<file path="src/rtl/pq_cmd_if.sv">
// pq_cmd_if: request/response stream and register_tree side-band for pq_cmd_sequencer
interface pq_cmd_if #(
  parameter int QUEUE_SIZE = 31,
  parameter int DATA_WIDTH = 16
);
  localparam int CW = $clog2(QUEUE_SIZE + 1);
  logic                  i_req_valid;
  logic                  o_req_ready;
  logic [1:0]            i_req_op;
  logic [DATA_WIDTH-1:0] i_req_data;
  logic                  o_rsp_valid;
  logic                  i_rsp_ready;
  logic [DATA_WIDTH-1:0] o_rsp_data;
  logic                  o_rsp_err;
  logic                  o_pq_wrt;
  logic                  o_pq_read;
  logic [DATA_WIDTH-1:0] o_pq_data;
  logic                  i_pq_full;
  logic                  i_pq_empty;
  logic [DATA_WIDTH-1:0] i_pq_data;
  logic [CW-1:0]         o_count;
  modport slave (
    input  i_req_valid, i_req_op, i_req_data, i_rsp_ready, i_pq_full, i_pq_empty, i_pq_data,
    output o_req_ready, o_rsp_valid, o_rsp_data, o_rsp_err, o_pq_wrt, o_pq_read, o_pq_data, o_count
  );
  modport master (
    output i_req_valid, i_req_op, i_req_data, i_rsp_ready, i_pq_full, i_pq_empty, i_pq_data,
    input  o_req_ready, o_rsp_valid, o_rsp_data, o_rsp_err, o_pq_wrt, o_pq_read, o_pq_data, o_count
  );
endinterface

</file>
<file path="src/rtl/pq_cmd_sequencer.sv">
// pq_cmd_sequencer: validates ENQ/DEQ/REPLACE requests and issues paced single-cycle register_tree pulses
module pq_cmd_sequencer #(
  parameter int QUEUE_SIZE = 31,
  parameter int DATA_WIDTH = 16,
  parameter int ENQ_GAP    = $clog2(QUEUE_SIZE) + 3,
  parameter int RD_GAP     = 3
) (
  input logic     clk,
  input logic     rst_n,
  pq_cmd_if.slave bus
);
  localparam int CW = $clog2(QUEUE_SIZE + 1);
  localparam int GW = $clog2(ENQ_GAP + RD_GAP + 1);
  localparam logic [1:0] OP_ENQ = 2'b01;
  localparam logic [1:0] OP_DEQ = 2'b10;
  typedef enum logic [1:0] {IDLE, ISSUE, WAIT} state_t;
  state_t                state_q, state_d;
  logic [1:0]            op_q, op_d;
  logic [GW-1:0]         gap_q, gap_d;
  logic [CW-1:0]         count_q, count_d;
  logic                  rsp_valid_q, rsp_valid_d;
  logic                  rsp_err_q, rsp_err_d;
  logic [DATA_WIDTH-1:0] rsp_data_q, rsp_data_d;
  logic                  wrt_q, wrt_d;
  logic                  read_q, read_d;
  logic [DATA_WIDTH-1:0] pq_data_q, pq_data_d;
  logic                  accept, reject;
  assign bus.o_req_ready = (state_q == IDLE) && !rsp_valid_q;
  assign accept = bus.o_req_ready && bus.i_req_valid;
  // full/empty only trusted here: the tree is settled whenever we sit in IDLE
  assign reject = (bus.i_req_op == 2'b00) || (bus.i_req_op == OP_ENQ && bus.i_pq_full) ||
                  (bus.i_req_op[1] && bus.i_pq_empty);
  always_comb begin
    state_d     = state_q;
    op_d        = op_q;
    gap_d       = gap_q;
    count_d     = count_q;
    rsp_valid_d = rsp_valid_q && !bus.i_rsp_ready;
    rsp_err_d   = rsp_err_q;
    rsp_data_d  = rsp_data_q;
    wrt_d       = 1'b0;
    read_d      = 1'b0;
    pq_data_d   = '0;
    if (accept) begin
      op_d        = bus.i_req_op;
      state_d     = reject ? IDLE : ISSUE;
      rsp_valid_d = reject;
      rsp_err_d   = reject;
      rsp_data_d  = '0;
      wrt_d       = !reject && bus.i_req_op[0];
      read_d      = !reject && bus.i_req_op[1];
      pq_data_d   = (!reject && bus.i_req_op[0]) ? bus.i_req_data : '0;
    end
    if (state_q == ISSUE) begin
      state_d     = WAIT;
      rsp_valid_d = 1'b1;
      rsp_err_d   = 1'b0;
      rsp_data_d  = op_q[1] ? bus.i_pq_data : '0;
      gap_d       = (op_q == OP_ENQ) ? GW'(ENQ_GAP) : GW'(RD_GAP);
      count_d     = (op_q == OP_ENQ && count_q != CW'(QUEUE_SIZE)) ? count_q + 1'b1 :
                    (op_q == OP_DEQ && count_q != '0) ? count_q - 1'b1 : count_q;
    end
    if (state_q == WAIT) begin
      gap_d   = (gap_q == '0) ? '0 : gap_q - 1'b1;
      state_d = (gap_q <= GW'(1)) ? IDLE : WAIT;
    end
  end
  always_ff @(posedge clk or negedge rst_n) begin
    if (!rst_n) begin
      state_q     <= IDLE;
      op_q        <= '0;
      gap_q       <= '0;
      count_q     <= '0;
      rsp_valid_q <= 1'b0;
      rsp_err_q   <= 1'b0;
      rsp_data_q  <= '0;
      wrt_q       <= 1'b0;
      read_q      <= 1'b0;
      pq_data_q   <= '0;
    end else begin
      state_q     <= state_d;
      op_q        <= op_d;
      gap_q       <= gap_d;
      count_q     <= count_d;
      rsp_valid_q <= rsp_valid_d;
      rsp_err_q   <= rsp_err_d;
      rsp_data_q  <= rsp_data_d;
      wrt_q       <= wrt_d;
      read_q      <= read_d;
      pq_data_q   <= pq_data_d;
    end
  end
  assign bus.o_rsp_valid = rsp_valid_q;
  assign bus.o_rsp_err   = rsp_err_q;
  assign bus.o_rsp_data  = rsp_data_q;
  assign bus.o_pq_wrt    = wrt_q;
  assign bus.o_pq_read   = read_q;
  assign bus.o_pq_data   = pq_data_q;
  assign bus.o_count     = count_q;
endmodule

</file>
<file path="src/flat_wrapper.sv">
// flat-port wrapper written by rule: the top's interface ports become plain ports
module pq_cmd_sequencer_flat 
#(
  parameter int QUEUE_SIZE = 31,
  parameter int DATA_WIDTH = 16,
  parameter int ENQ_GAP    = $clog2(QUEUE_SIZE) + 3,
  parameter int RD_GAP     = 3
)
  (clk, rst_n, bus_i_req_valid, bus_i_req_op, bus_i_req_data, bus_i_rsp_ready, bus_i_pq_full, bus_i_pq_empty, bus_i_pq_data, bus_o_req_ready, bus_o_rsp_valid, bus_o_rsp_data, bus_o_rsp_err, bus_o_pq_wrt, bus_o_pq_read, bus_o_pq_data, bus_o_count);
  pq_cmd_if #(.QUEUE_SIZE(QUEUE_SIZE), .DATA_WIDTH(DATA_WIDTH)) bus_i ();
  input logic clk;
  input logic rst_n;
  input wire logic [$bits(bus_i.i_req_valid)-1:0] bus_i_req_valid;
  input wire logic [$bits(bus_i.i_req_op)-1:0] bus_i_req_op;
  input wire logic [$bits(bus_i.i_req_data)-1:0] bus_i_req_data;
  input wire logic [$bits(bus_i.i_rsp_ready)-1:0] bus_i_rsp_ready;
  input wire logic [$bits(bus_i.i_pq_full)-1:0] bus_i_pq_full;
  input wire logic [$bits(bus_i.i_pq_empty)-1:0] bus_i_pq_empty;
  input wire logic [$bits(bus_i.i_pq_data)-1:0] bus_i_pq_data;
  output wire logic [$bits(bus_i.o_req_ready)-1:0] bus_o_req_ready;
  output wire logic [$bits(bus_i.o_rsp_valid)-1:0] bus_o_rsp_valid;
  output wire logic [$bits(bus_i.o_rsp_data)-1:0] bus_o_rsp_data;
  output wire logic [$bits(bus_i.o_rsp_err)-1:0] bus_o_rsp_err;
  output wire logic [$bits(bus_i.o_pq_wrt)-1:0] bus_o_pq_wrt;
  output wire logic [$bits(bus_i.o_pq_read)-1:0] bus_o_pq_read;
  output wire logic [$bits(bus_i.o_pq_data)-1:0] bus_o_pq_data;
  output wire logic [$bits(bus_i.o_count)-1:0] bus_o_count;
  assign bus_i.i_req_valid = bus_i_req_valid;
  assign bus_i.i_req_op = bus_i_req_op;
  assign bus_i.i_req_data = bus_i_req_data;
  assign bus_i.i_rsp_ready = bus_i_rsp_ready;
  assign bus_i.i_pq_full = bus_i_pq_full;
  assign bus_i.i_pq_empty = bus_i_pq_empty;
  assign bus_i.i_pq_data = bus_i_pq_data;
  assign bus_o_req_ready = bus_i.o_req_ready;
  assign bus_o_rsp_valid = bus_i.o_rsp_valid;
  assign bus_o_rsp_data = bus_i.o_rsp_data;
  assign bus_o_rsp_err = bus_i.o_rsp_err;
  assign bus_o_pq_wrt = bus_i.o_pq_wrt;
  assign bus_o_pq_read = bus_i.o_pq_read;
  assign bus_o_pq_data = bus_i.o_pq_data;
  assign bus_o_count = bus_i.o_count;
  pq_cmd_sequencer #(.QUEUE_SIZE(QUEUE_SIZE), .DATA_WIDTH(DATA_WIDTH), .ENQ_GAP(ENQ_GAP), .RD_GAP(RD_GAP)) u_core (.clk(clk), .rst_n(rst_n), .bus(bus_i));
endmodule
</file>
<file path="config.mk">
export PLATFORM = sky130hd
export DESIGN_NAME = pq_cmd_sequencer_flat
export DESIGN_NICKNAME = d
export VERILOG_FILES = /design/src/rtl/pq_cmd_if.sv /design/src/rtl/pq_cmd_sequencer.sv /design/src/flat_wrapper.sv
export SDC_FILE = /design/constraint.sdc
export NUM_CORES = 1
export LEC_CHECK = 0
export CAP_MARGIN = 20
export CORE_UTILIZATION = 43
export CTS_CLUSTER_SIZE = 24
export DETAILED_ROUTE_END_ITERATION = 10
export HOLD_SLACK_MARGIN = 0.12
export PLACE_DENSITY = 0.84
export SETUP_SLACK_MARGIN = 0.2
export SLEW_MARGIN = 5
export SYNTH_ARGS = -nofsm -noshare
export SYNTH_HDL_FRONTEND = slang
export SYNTH_SLANG_ARGS = --single-unit
export TNS_END_PERCENT = 1
</file>
<file path="constraint.sdc">
create_clock -name clk -period 2.5 [get_ports clk]
set_input_delay 0.375 -clock clk [delete_from_list [all_inputs] [get_ports clk]]
set_output_delay 0.375 -clock clk [all_outputs]
set_load 0.1 [all_outputs]
</file>
==> results.yml <==
worst_setup_path:
  path_class: "reg -> reg"
  crit_fanout: 4
  cp-end-kind: "flip-flop"
  cp_top_family: "compound AO/OA/AOI/OAI gates"
  slowest_stage: "dfrtp_1"
  crit_buf_inv: 1
  start_kind: "flip-flop"
  crit_required_ps: 2680
  arrival_ps: 2250
  worstPathCellList: "nor2b_4 > o21a_1 > inv_1 > ha_1 > a21o_1 > a21oi_1 > xnor2_1 > mux2_1"
  critPathMaxStageDelay_ps: 440
synthesis:
  synth_cells: 168
  seq_area_frac_synth_pct: 59.6
  synth_nets: 215
  yosysTopAreaCellShare_pct: 59.6
  synth_flop_cell: "dfrtp_1"
  synth-seq-cells: 49
  synth_area_leaders: "dfrtp_1 60%, a22o_1 7.7%, and2_1 5.2%, ha_1 3.6%, nand2_1 2.4%"
  syn_avg_cell_area_um2: 12.3
  yosysTopAreaCell: "dfrtp_1"
  synth_edf_count: 0
  synthDistinctLibCells: 35
  synthesis.area_um2: 2060
  synth_warnings: 0
  synth_async_sr_flop_share_pct: 100
status:
  status: "finished with violations"
  violations: "design-rule violations"
sta:
  slew_headroom_pct: 62.4
  rsz0062_at_grt: "no"
  skew_ps: 4.60
  drv_slew: 0
  fin_ws_ps: 437
  hold_violations: 0
  tightestPinTransition_ps: 564
  final.min_clock_period_ps: 2060
  setup_viol: 0
  max_freq_ghz: 0.485
  period_share_pct: 82.5
final_layout:
  layout_common_cells: "49 x dfrtp_1, 45 x buf_4, 38 x clkdlybuf4s50_1, 18 x a22o_1, 17 x and2_1"
  antenna_cells: 0
  syn_to_final_growth_pct: 40.9
  layout-drive-gt1-share_pct: 23.6
  num-fill-cells: 362
  layout.nets: 300
  final_util_pct: 64.8
  final_common_cell: "dfrtp_1"
global_routing:
  antenna_found_initial: 0
  grt_pass1_vias: 1562
  track_usage_pct: 18.9
  grt_max_degree: 24
  grt-ovfl-total: 0
  grt_pass1_wl_um: 7280
drt:
  post_drt_wl_per_cell_um: 14.2
  viasPerCell: 5.07
  vias: 1552
  wirelength_um: 4340
  drc_errors: 8
  drtIter0Drc: 71
  postRouteAntennaNets: 0
  first_pass_iters: 10
clock_network:
  cts_buffers: 5
  clkSlewWorstSetupHoldPaths_ps: 90
  htree_levels: 2
  worstSkewPairLatency_ps: 300
  cts.sinks: 49
  root_buffer: "clkbuf_8"
  cts_tree: "done"
  cts_buffer_depth: 2
  cts_resized: 0
pwr:
  power.density_nw_per_um2: 1410
  power_mw: 4.08
  vdd_drop_max_uv: 892
  p_leak_nw: 1.44
floorplanning:
  initial_utilization_pct: 46.0
  core_area_um2: 4470
  die_w_um: 71.2
  num_io_pins: 82
  chipHeight_um: 71.2
  die-area_um2: 5070
  rows: 24
run:
  cap_violations: 0
placement:
  hpwl_um: 3200
  gp_congestion: 0.837
  pre_cts_slack_ps: 444
  numPortBuffers: 81
hold_path:
  hold_path_class: "in -> async"
-- kinds of logic after synthesis --
group / Yosys count / synth area share [%]
adders and majority gates: 7 / 4.62
muxes: 3 / 1.64
and+or+nand+nor: 53 / 14.5
AOI/OAI and AO/OA: 39 / 14.7
DFF: 49 / 59.6
buffers and inverters: 13 / 3.28
xor gates and xnor gates: 4 / 1.70
-- state kept, by name, indices dropped and copies added (netlist names) --
name	count
u_core.bus.o_pq_read	1
u_core.bus.o_pq_wrt	1
u_core.state_q	2
u_core.bus.o_pq_data	16
u_core.bus.o_rsp_data	16
u_core.op_q	2
u_core.bus.o_rsp_err	1
u_core.bus.o_rsp_valid	1
u_core.gap_q	4
u_core.bus.o_count	5
-- stage by stage --
| step | setup TNS, ps | cell area, um^2 | hold slack, ps | instances |
|---|---|---|---|---|
| 2_1_floorplan | -44.0 | 2060 | 79.4 | 168 |
| 3_3_place_gp | 0 | 2800 | 256 | 297 |
| 3_5_place_dp | 0 | 2800 | 258 | 297 |
| 4_1_cts | 0 | 2900 | 459 | 306 |
| 5_1_grt | 0 | 2900 | 485 | 306 |
| 6_report | 0 | 2900 | 469 | 306 |
-- synthesized netlist by cell type, types with 3 or more instances --
master / instances
a21oi_1: 7
buf_4: 5
dfrtp_1: 49
nor2_1: 6
nand2_1: 13
nor3_1: 3
a22o_1: 18
inv_1: 6
xnor2_1: 3
and2_1: 17
mux2_1: 3
o21ai_0: 4
ha_1: 6
-- worst paths after layout --
kind | startpoint | endpoint | slack [ps] | cells after the start
min in group clk | u_core.bus.o_rsp_data[6] | u_core.bus.o_rsp_data[6] | 510 | 1
max | u_core.op_q[1] | u_core.bus.o_count[3] | 440 | 8
max reg2reg | u_core.op_q[1] | u_core.bus.o_count[3] | 440 | 8
min reg2reg | u_core.bus.o_rsp_data[6] | u_core.bus.o_rsp_data[6] | 510 | 1
max in group asynchronous | rst_n | u_core.bus.o_pq_data[6] | 1460 | 3
min | rst_n | u_core.bus.o_rsp_data[11] | 470 | 2
-- metal layers --
layer	track usage (%)	routed length, um	vias up
li1	-	-	745
met1	25.0	1900	730
met2	29.6	1990	70
met3	5.27	386	7
met4	7.33	69	0
met5	0	0	-
-- power by group --
group | internal [mW] | total [mW] | switching, mW
Combinational | 0.651 | 2.44 | 1.79
Sequential | 1.01 | 1.19 | 0.180
Clock | 0.200 | 0.456 | 0.256
-- layout make-up --
type	instances	area, um^2	area share (%)
timing repair buffer	85	733	25.3
tap	52	65.1	2.24
clock inverter	2	13.8	0.475
sequential	49	1230	42.3
clock buffer	6	72.6	2.50
inverter	6	22.5	0.777
multi-input combinational	106	767	26.4
-- repair_timing --
item                                   4_1_cts  5_1_grt
setup buffers                                0        0
endpoints found under the hold margin        9        0
hold buffers                                 1        0
Note: power is estimated with default switching activity, not from simulation.
